`config.mk`:
```
export PLATFORM = sky130hd
export DESIGN_NAME = sw_led_pio
export DESIGN_NICKNAME = d
export VERILOG_FILES = /design/src/rtl/sw_led_pio.sv
export SDC_FILE = /design/constraint.sdc
export NUM_CORES = 1
export LEC_CHECK = 0
export CELL_PAD_IN_SITES_DETAIL_PLACEMENT = 1
export CELL_PAD_IN_SITES_GLOBAL_PLACEMENT = 2
export CORE_MARGIN = 2
export CORE_UTILIZATION = 38
export CTS_CLUSTER_DIAMETER = 200
export DETAILED_ROUTE_END_ITERATION = 10
export PLACE_DENSITY = 0.88
export SYNTH_ARGS = -nofsm -noshare
export SYNTH_HDL_FRONTEND = slang
export SYNTH_SLANG_ARGS = --single-unit
```
`constraint.sdc`:
```
create_clock -name clk_clk -period 4.3 [get_ports clk_clk]
set_clock_uncertainty 0.05 [all_clocks]
set_input_delay 0.86 -clock clk_clk [delete_from_list [all_inputs] [get_ports clk_clk]]
set_output_delay 0.86 -clock clk_clk [all_outputs]
set_load 0.02 [all_outputs]
```
`src/rtl/sw_led_pio.sv`:
```
// sw_led_pio: Avalon-MM switch/LED peripheral.
// Switch inputs are synchronised and debounced per bit. Debounced edges are
// captured into a sticky W1C register that drives a maskable level interrupt.
// The LED register can be written whole or updated with atomic set/clear.
//
// Ports:
//   clk_clk          system clock
//   reset_reset      synchronous active-high reset
//   avs_*            Avalon-MM slave (3-bit word address, 1-cycle read latency)
//   irq              level interrupt, |(EDGE & MASK)
//   switches_export  raw asynchronous switch pins
//   ledr_export      registered LED drive
module sw_led_pio #(
  parameter int unsigned          SW_WIDTH        = 10,
  parameter int unsigned          LED_WIDTH       = 10,
  parameter int unsigned          SYNC_STAGES     = 2,
  parameter int unsigned          DEBOUNCE_CYCLES = 50000,
  parameter int unsigned          EDGE_TYPE       = 2,
  parameter logic [LED_WIDTH-1:0] LED_RESET       = '0
) (
  input  logic                 clk_clk,
  input  logic                 reset_reset,
  input  logic [2:0]           avs_address,
  input  logic                 avs_read,
  input  logic                 avs_write,
  input  logic [31:0]          avs_writedata,
  output logic [31:0]          avs_readdata,
  output logic                 irq,
  input  logic [SW_WIDTH-1:0]  switches_export,
  output logic [LED_WIDTH-1:0] ledr_export
);

  localparam int unsigned      CNT_W    = $clog2(DEBOUNCE_CYCLES + 1);
  localparam logic [CNT_W-1:0] CNT_LAST = CNT_W'(DEBOUNCE_CYCLES - 1);

  typedef enum logic [2:0] {
    ADDR_DATA    = 3'd0,
    ADDR_LED     = 3'd1,
    ADDR_MASK    = 3'd2,
    ADDR_EDGE    = 3'd3,
    ADDR_LED_SET = 3'd4,
    ADDR_LED_CLR = 3'd5,
    ADDR_ID      = 3'd6,
    ADDR_RSVD    = 3'd7
  } reg_addr_e;

  reg_addr_e addr;
  assign addr = reg_addr_e'(avs_address);

  // Synchroniser chain
  logic [SW_WIDTH-1:0] sync_q [SYNC_STAGES];
  logic [SW_WIDTH-1:0] sync;

  always_ff @(posedge clk_clk) begin
    if (reset_reset) begin
      for (int unsigned s = 0; s < SYNC_STAGES; s++) sync_q[s] <= '0;
    end else begin
      sync_q[0] <= switches_export;
      for (int unsigned s = 1; s < SYNC_STAGES; s++) sync_q[s] <= sync_q[s-1];
    end
  end

  assign sync = sync_q[SYNC_STAGES-1];

  // Per-bit debouncer
  logic [CNT_W-1:0]    cnt_q [SW_WIDTH];
  logic [CNT_W-1:0]    cnt_d [SW_WIDTH];
  logic [SW_WIDTH-1:0] stable_q, stable_d;

  always_comb begin
    stable_d = stable_q;
    for (int unsigned i = 0; i < SW_WIDTH; i++) begin
      cnt_d[i] = '0;
      if (sync[i] != stable_q[i]) begin
        if (cnt_q[i] == CNT_LAST) begin
          stable_d[i] = sync[i];
        end else begin
          cnt_d[i] = cnt_q[i] + CNT_W'(1);
        end
      end
    end
  end

  // Edge qualification uses the next stable value so EDGE/irq rise on the
  // same clock edge as stable.
  logic [SW_WIDTH-1:0] rise, fall, edge_evt;

  always_comb begin
    rise = stable_d & ~stable_q;
    fall = ~stable_d & stable_q;
    case (EDGE_TYPE)
      0:       edge_evt = rise;
      1:       edge_evt = fall;
      default: edge_evt = rise | fall;
    endcase
  end

  // Register file
  logic [LED_WIDTH-1:0] led_q, led_d;
  logic [SW_WIDTH-1:0]  mask_q, mask_d;
  logic [SW_WIDTH-1:0]  edge_q, edge_d;
  logic [SW_WIDTH-1:0]  w1c;
  logic [31:0]          rdata_q, rdata_d;
  logic [LED_WIDTH-1:0] wd_led;
  logic [SW_WIDTH-1:0]  wd_sw;
  logic                 unused_wdata;

  assign wd_led       = avs_writedata[LED_WIDTH-1:0];
  assign wd_sw        = avs_writedata[SW_WIDTH-1:0];
  assign unused_wdata = ^avs_writedata;

  always_comb begin
    led_d  = led_q;
    mask_d = mask_q;
    w1c    = '0;
    if (avs_write) begin
      case (addr)
        ADDR_LED:     led_d  = wd_led;
        ADDR_MASK:    mask_d = wd_sw;
        ADDR_EDGE:    w1c    = wd_sw;
        ADDR_LED_SET: led_d  = led_q | wd_led;
        ADDR_LED_CLR: led_d  = led_q & ~wd_led;
        default:      ;
      endcase
    end
    // Set has priority over a simultaneous clear
    edge_d = (edge_q & ~w1c) | edge_evt;
  end

  always_comb begin
    rdata_d = '0;
    if (avs_read) begin
      case (addr)
        ADDR_DATA: rdata_d = 32'(stable_q);
        ADDR_LED:  rdata_d = 32'(led_q);
        ADDR_MASK: rdata_d = 32'(mask_q);
        ADDR_EDGE: rdata_d = 32'(edge_q);
        ADDR_ID:   rdata_d = {8'hA5, 8'(LED_WIDTH), 8'(SW_WIDTH), 8'(EDGE_TYPE)};
        default:   rdata_d = '0;
      endcase
    end
  end

  always_ff @(posedge clk_clk) begin
    if (reset_reset) begin
      stable_q <= '0;
      cnt_q    <= '{default: '0};
      led_q    <= LED_RESET;
      mask_q   <= '0;
      edge_q   <= '0;
      rdata_q  <= '0;
    end else begin
      stable_q <= stable_d;
      cnt_q    <= cnt_d;
      led_q    <= led_d;
      mask_q   <= mask_d;
      edge_q   <= edge_d;
      rdata_q  <= rdata_d;
    end
  end

  assign avs_readdata = rdata_q;
  assign ledr_export  = led_q;
  assign irq          = |(edge_q & mask_q);

endmodule

```
==> impl_metrics.py, run 1 <==
metrics = {
    "final_layout": {
        "mostFrequentLayoutCell": "dfxtp_1",
        "drive_gt1_frac": 0.0519,
        "final_cell_mix": "dfxtp_1, nor2_1, xnor2_1",
        "nets": 1217,
        "antenna-diode-count": 0,
        "synthToLayoutAreaGrowth_pct": 15.1,
    },
    "floorplan": {
        "fp.dieH_um": 166,
        "design.die.area_sq_um": 27700,
        "initial_core_util": 0.385,
        "core_area_sq_um": 26000,
        "rows": 59,
        "die_w_um": 166,
        "pin_count": 92,
    },
    "pwr": {
        "swShare": 0.214,
        "power_mw": 4.52,
        "ir_drop_mv": 0.292,
        "netSwitchingPower_mw": 0.967,
        "p_seq_frac": 0.481,
        "power.density_nw_per_um2": 392,
        "leakagePower_nw": 3.49,
        "comb_power_share": 0.033,
        "p_clk_frac": 0.486,
        "internal_power_mw": 3.55,
    },
    "grt": {
        "grtUsageTotal": 0.163,
        "grt_first_pass_wirelength_um": 38300,
        "grt_util_met3": 0.0255,
        "met2_usage": 0.288,
        "antenna_found_initial": 1,
        "grt_max_degree": 27,
        "grt-busiest-layer": "met2",
        "use_met1": 0.210,
        "grt_pass1_vias": 7841,
        "grt_overflow_total": 0,
    },
    "cts": {
        "cts.clk_slew.worst_paths_ns": 0.06,
        "cts_tree": "built",
        "cts-root-buf": "clkbuf_16",
        "clock_sinks": 231,
        "cts_buffers": 26,
        "cts_hold_buf": 0,
        "htreeDepth": 1,
        "postCtsResizedCells": 0,
        "post_cts_buffers": 0,
        "clk_latency_ns": 0.52,
        "clockBufferDepth": 3,
    },
    "critical_path": {
        "cp-start-kind": "flop",
        "cp-end-kind": "output port",
        "crit_type": "reg -> out",
        "cp.required_ns": 3.39,
        "crit_fanout": 3,
        "critPathArrivalTime_ns": 2.09,
    },
    "detailed_routing": {
        "routed_wl_um": 22700,
        "drtAntennaViolNets": 0,
        "wl_per_cell_um": 15.0,
        "via_per_inst": 5.14,
        "drcViolationCount": 0,
        "first_pass_iters": 4,
        "vias": 7755,
        "drt-initial-drc-count": 302,
    },
    "sta": {
        "max_slew_margin": 0.457,
        "fin_crit_ns": 3.00,
        "worst_pin_slew_ns": 0.812,
        "fmax_mhz": 333,
        "setup_viol": 0,
        "fin_crit_sh": 0.699,
        "hold_viol_final": 0,
        "slew_violations": 0,
        "tns_ns": 0,
        "rsz0062_at_grt": "no",
    },
    "synthesis": {
        "yosys_warnings": 0,
        "synth_top_area_frac": 0.462,
        "synth_flop_cell": "dfxtp_1",
        "async_flop_share": 0,
        "yosys_register_bits": 231,
        "synth-edff-count": 0,
        "netlist_area_sq_um": 10000,
        "synth_top_area_cell": "dfxtp_1",
        "synth_cell_type_count": 51,
        "syn_inst": 1116,
        "synthTopCellsByArea": "dfxtp_1, xnor2_1, nor2_1",
        "syn_avg_cell_area_sq_um": 8.97,
        "synth_seq_area_share": 0.462,
    },
    "job": {
        "max_cap_viol_count": 0,
    },
    "placed_design": {
        "place_hpwl_um": 15600,
        "port_buffers": 54,
        "gp_congestion": 0.769,
    },
    "run_status": {
        "status": "complete, no violations",
    },
    "min_path": {
        "hp-class": "reg -> reg",
    },
}
## through the flow
step	cell area (sq um)	worst slack (ns)	hold WS, ns	utilization	std cells
5_1_grt	11500	1.22	0.420	0.444	1510
4_1_cts	11500	1.27	0.407	0.444	1510
6_report	11500	1.30	0.397	0.444	1510
3_5_place_dp	10700	0.847	0.393	0.410	1465
3_3_place_gp	10700	0.914	0.369	0.410	1465
2_1_floorplan	10100	2.04	0.364	-	1130
## kinds of logic after synthesis
kind of cell / share of synthesized area
AND/OR/NAND/NOR: 0.268
flip-flops: 0.462
XOR/XNOR: 0.127
buffers and inverters: 0.0527
AO/OA/AOI/OAI: 0.0570
multiplexers: 0.0202
adder cells (fa/ha/maj): 0.0125
other: 0.000375
## power groups by stage
| stage | Combinational, mW | Sequential, mW | Clock [mW] |
|---|---|---|---|
| after floorplan | 0.0987 | 2.22 | 0 |
| after global placement | 0.148 | 2.22 | 0 |
| after detailed placement | 0.150 | 2.22 | 0 |
| after CTS | 0.151 | 2.17 | 2.28 |
| after global routing | 0.161 | 2.17 | 2.36 |
| final | 0.149 | 2.17 | 2.20 |
## layout make-up
type                       count  area (sq um)
clock buffer                  38           797
clock inverter                 7          63.8
fill                        3011         14500
inverter                      39           146
multi-input combinational    802          4910
sequential                   231          4620
tap                          335           419
timing repair buffer          58           566
## per-layer routing
layer  routed length, um  vias to the layer above
met5                  12                        -
met2               10800                       91
li1                    -                     3867
met4                 403                        2
met3                 806                       27
met1               10700                     3768
## Yosys cell counts (all sizes together) (2+ instances only)
master	count
a211oi	10
a21oi	22
a22oi	14
a2bb2oi	14
a32o	6
and3	8
and4	2
buf	39
clkbuf	19
dfxtp	231
ha	10
inv	39
mux2i	18
nand2	74
nand2b	11
nand3	50
nand4	35
nand4b	6
nor2	209
nor2b	24
nor3	42
nor4	45
nor4b	2
nor4bb	4
o21ai	2
o31ai	3
or3b	2
or4	12
or4bb	6
xnor2	124
xor2	21
## path summary, 6_finish.rpt
path / start / endpoint / slack [ns] / cells after the start
max: edge_q[8] / irq / 1.30 / 4
min: sync_q[0][9] / sync_q[0][19] / 0.40 / 1
max reg2reg: cnt_q[112] / cnt_q[126] / 1.99 / 5
min reg2reg: sync_q[0][9] / sync_q[0][19] / 0.40 / 1
## sequential cells by signal, indices dropped and copies added, names as in the netlist
register,flops
edge_q,10
mask_q,10
sync_q,20
ledr_export,10
stable_q,10
avs_readdata,11
cnt_q,160
## critical path, stage by stage, from the launching register on
cell             delay [ns]
dfxtp_1                0.35
a22o_1                 0.24
a221oi_1               0.21
nand4_1                0.18
clkdlybuf4s50_1        0.59
No activity file was read; power rests on OpenSTA's default activity.
==> run 2: changes to the inputs <==
--- a/config.mk
+++ b/config.mk
@@ -8,10 +8,10 @@
 export CELL_PAD_IN_SITES_DETAIL_PLACEMENT = 1
 export CELL_PAD_IN_SITES_GLOBAL_PLACEMENT = 2
 export CORE_MARGIN = 2
-export CORE_UTILIZATION = 38
+export CORE_UTILIZATION = 32
 export CTS_CLUSTER_DIAMETER = 200
 export DETAILED_ROUTE_END_ITERATION = 10
-export PLACE_DENSITY = 0.88
+export PLACE_DENSITY = 0.79
 export SYNTH_ARGS = -nofsm -noshare
 export SYNTH_HDL_FRONTEND = slang
 export SYNTH_SLANG_ARGS = --single-unit
==> constraint.sdc (replaced) <==
create_clock -name clk_clk -period 2.7 [get_ports clk_clk]
set_clock_uncertainty 0.05 [all_clocks]
set_input_delay 0.54 -clock clk_clk [delete_from_list [all_inputs] [get_ports clk_clk]]
set_output_delay 0.54 -clock clk_clk [all_outputs]
set_load 0.02 [all_outputs]
==> run 2 against run 1 <==
Clock power rose by 65%. Sequential share of layout area shrank 0.92 points. Final cell count is 5.7% higher. Design area is 2.4% higher. Worst setup slack lost 1.1 ns. Worst hold slack got worse by 0.010 ns. Core utilization shrank 5.9 points. Critical path depth unchanged. Global-route usage fell by 2.1 points. Clock-buffer cell count up 4.
==> impl_metrics.py, run 2 (synthesis results as in run 1) <==
metrics = {
    "sta": {
        "hold_viol_final": 0,
        "fmax_mhz": 400,
        "rsz0062_at_grt": "no",
        "fin_crit_sh": 0.926,
        "tns_ns": 0,
        "max_slew_margin": 0.579,
        "setup_ws_ns": 0.199,
        "worst_pin_slew_ns": 0.629,
        "setup_viol": 0,
        "slew_violations": 0,
        "fin_crit_ns": 2.50,
    },
    "cts": {
        "cts.clk_slew.worst_paths_ns": 0.06,
        "cts-root-buf": "clkbuf_16",
        "clk_latency_ns": 0.54,
        "cts_buffers": 28,
        "clockBufferDepth": 3,
        "htreeDepth": 1,
        "clock_sinks": 231,
        "cts_hold_buf": 0,
        "cts_tree": "built",
    },
    "floorplan": {
        "rows": 64,
        "fp.dieH_um": 181,
        "design.die.area_sq_um": 32700,
        "die_w_um": 181,
        "pin_count": 92,
        "initial_core_util": 0.326,
        "core_area_sq_um": 30700,
    },
    "detailed_routing": {
        "drcViolationCount": 0,
        "routed_wl_um": 23400,
        "drtAntennaViolNets": 0,
        "vias": 7686,
        "drt-initial-drc-count": 380,
        "wl_per_cell_um": 14.7,
        "first_pass_iters": 4,
        "via_per_inst": 4.82,
    },
    "critical_path": {
        "crit_path_max_incr_delay_ns": 0.39,
        "cp.required_ns": 2.11,
        "crit_fanout": 3,
        "cp_cell_sequence": "a22o_1, a221oi_1, nand4_1, dlygate4sd2_1",
        "crit_type": "reg -> out",
        "cp-start-kind": "flop",
        "cp-end-kind": "output port",
        "cp_slowest_cell": "dlygate4sd2_1",
        "critPathArrivalTime_ns": 1.91,
    },
    "placed_design": {
        "port_buffers": 54,
        "place_ws_ns": 0.257,
        "place_hpwl_um": 16400,
        "placed_cells": 1545,
        "gp_congestion": 0.758,
        "place_area_sq_um": 10900,
    },
    "grt": {
        "grt_pass1_vias": 7736,
        "grt_overflow_total": 0,
        "antenna_found_initial": 1,
        "grt_max_degree": 43,
        "grt_first_pass_wirelength_um": 38800,
        "grtUsageTotal": 0.141,
    },
    "pwr": {
        "leakagePower_nw": 3.60,
        "ir_drop_mv": 0.550,
        "power.density_nw_per_um2": 622,
        "power_mw": 7.34,
    },
    "final_layout": {
        "layoutNonFillerInstCount": 1596,
        "fin_area_sq_um": 11800,
        "nets": 1238,
        "final_cell_mix": "dfxtp_1, nor2_1, xnor2_1",
        "largest_reg_flops": 160,
        "mostFrequentLayoutCell": "dfxtp_1",
        "synthToLayoutAreaGrowth_pct": 17.9,
        "largest_register": "cnt_q",
        "drive_gt1_frac": 0.0676,
    },
    "min_path": {
        "hp-class": "reg -> reg",
    },
    "job": {
        "max_cap_viol_count": 0,
    },
    "run_status": {
        "status": "complete, no violations",
    },
}
[run 2: changes by cell type in the layout (fill, tap and decap cells not counted)]
cell / change
buf_12: +1
buf_4: +18
clkbuf_1: +4
clkbuf_16: +2
clkbuf_8: -2
clkdlybuf4s50_1: -1
clkinv_2: +2
diode_2: +1
dlygate4sd2_1: +1
inv_6: -1
[run 2: timing repair]
| action | 4_1_cts | 5_1_grt |
|---|---|---|
| setup endpoints to repair | 1 | 0 |
| resized for setup | 1 | 0 |
| setup buffers | 0 | 0 |
[run 2: where the power goes]
part	internal [mW]	switching [mW]
clock network	2.21	1.42
logic	0.106	0.146
registers	3.44	0.0229
total	5.75	1.59
[run 2: metal layers]
metal,part of all wire,global-route usage,wire length (um),vias up
li1,-,-,-,3920
met1,0.49,0.190,11400,3652
met2,0.46,0.235,10700,84
met3,0.037,0.0232,857,30
met4,0.019,0.0381,441,0
met5,0,0,0,-
[run 2: cell type report]
cell class	count	area, sq um
fill	3560	18900
clock buffer	42	835
sequential	231	4620
timing repair buffer	77	719
inverter	39	146
tap	396	495
antenna	1	2.50
clock inverter	8	65.1
multi-input combinational	802	4910
[run 2: worst paths after layout]
check,start,end,slack [ns],depth (start not counted)
setup reg to reg,cnt_q[7],cnt_q[15],0.53,4
hold reg to reg,sync_q[0][3],sync_q[0][13],0.39,1
hold / removal,sync_q[0][3],sync_q[0][13],0.39,1
setup / recovery,edge_q[8],irq,0.20,4
[run 2: worst max-delay path: cells and delay by family (launching register included)]
| kind | cells | cell delay, ns |
|---|---|---|
| compound gates | 2 | 0.47 |
| buf+inv | 1 | 0.39 |
| flops | 1 | 0.34 |
| simple gates | 1 | 0.18 |
[run 2: metrics by stage]
step	hold slack, ns	util
2_1_floorplan	0.364	-
3_5_place_dp	0.377	0.355
4_1_cts	0.391	0.385
3_3_place_gp	0.368	0.355
5_1_grt	0.407	0.385
6_report	0.387	0.385
==> run 3: changes to the inputs <==
--- a/config.mk
+++ b/config.mk
@@ -12,6 +12,7 @@
 export CTS_CLUSTER_DIAMETER = 200
 export DETAILED_ROUTE_END_ITERATION = 10
 export PLACE_DENSITY = 0.79
+export SLEW_MARGIN = 20
 export SYNTH_ARGS = -nofsm -noshare
 export SYNTH_HDL_FRONTEND = slang
 export SYNTH_SLANG_ARGS = --single-unit
==> results of run 3 <==
The final DEF is identical to that of run 2; final timing and power are the same.
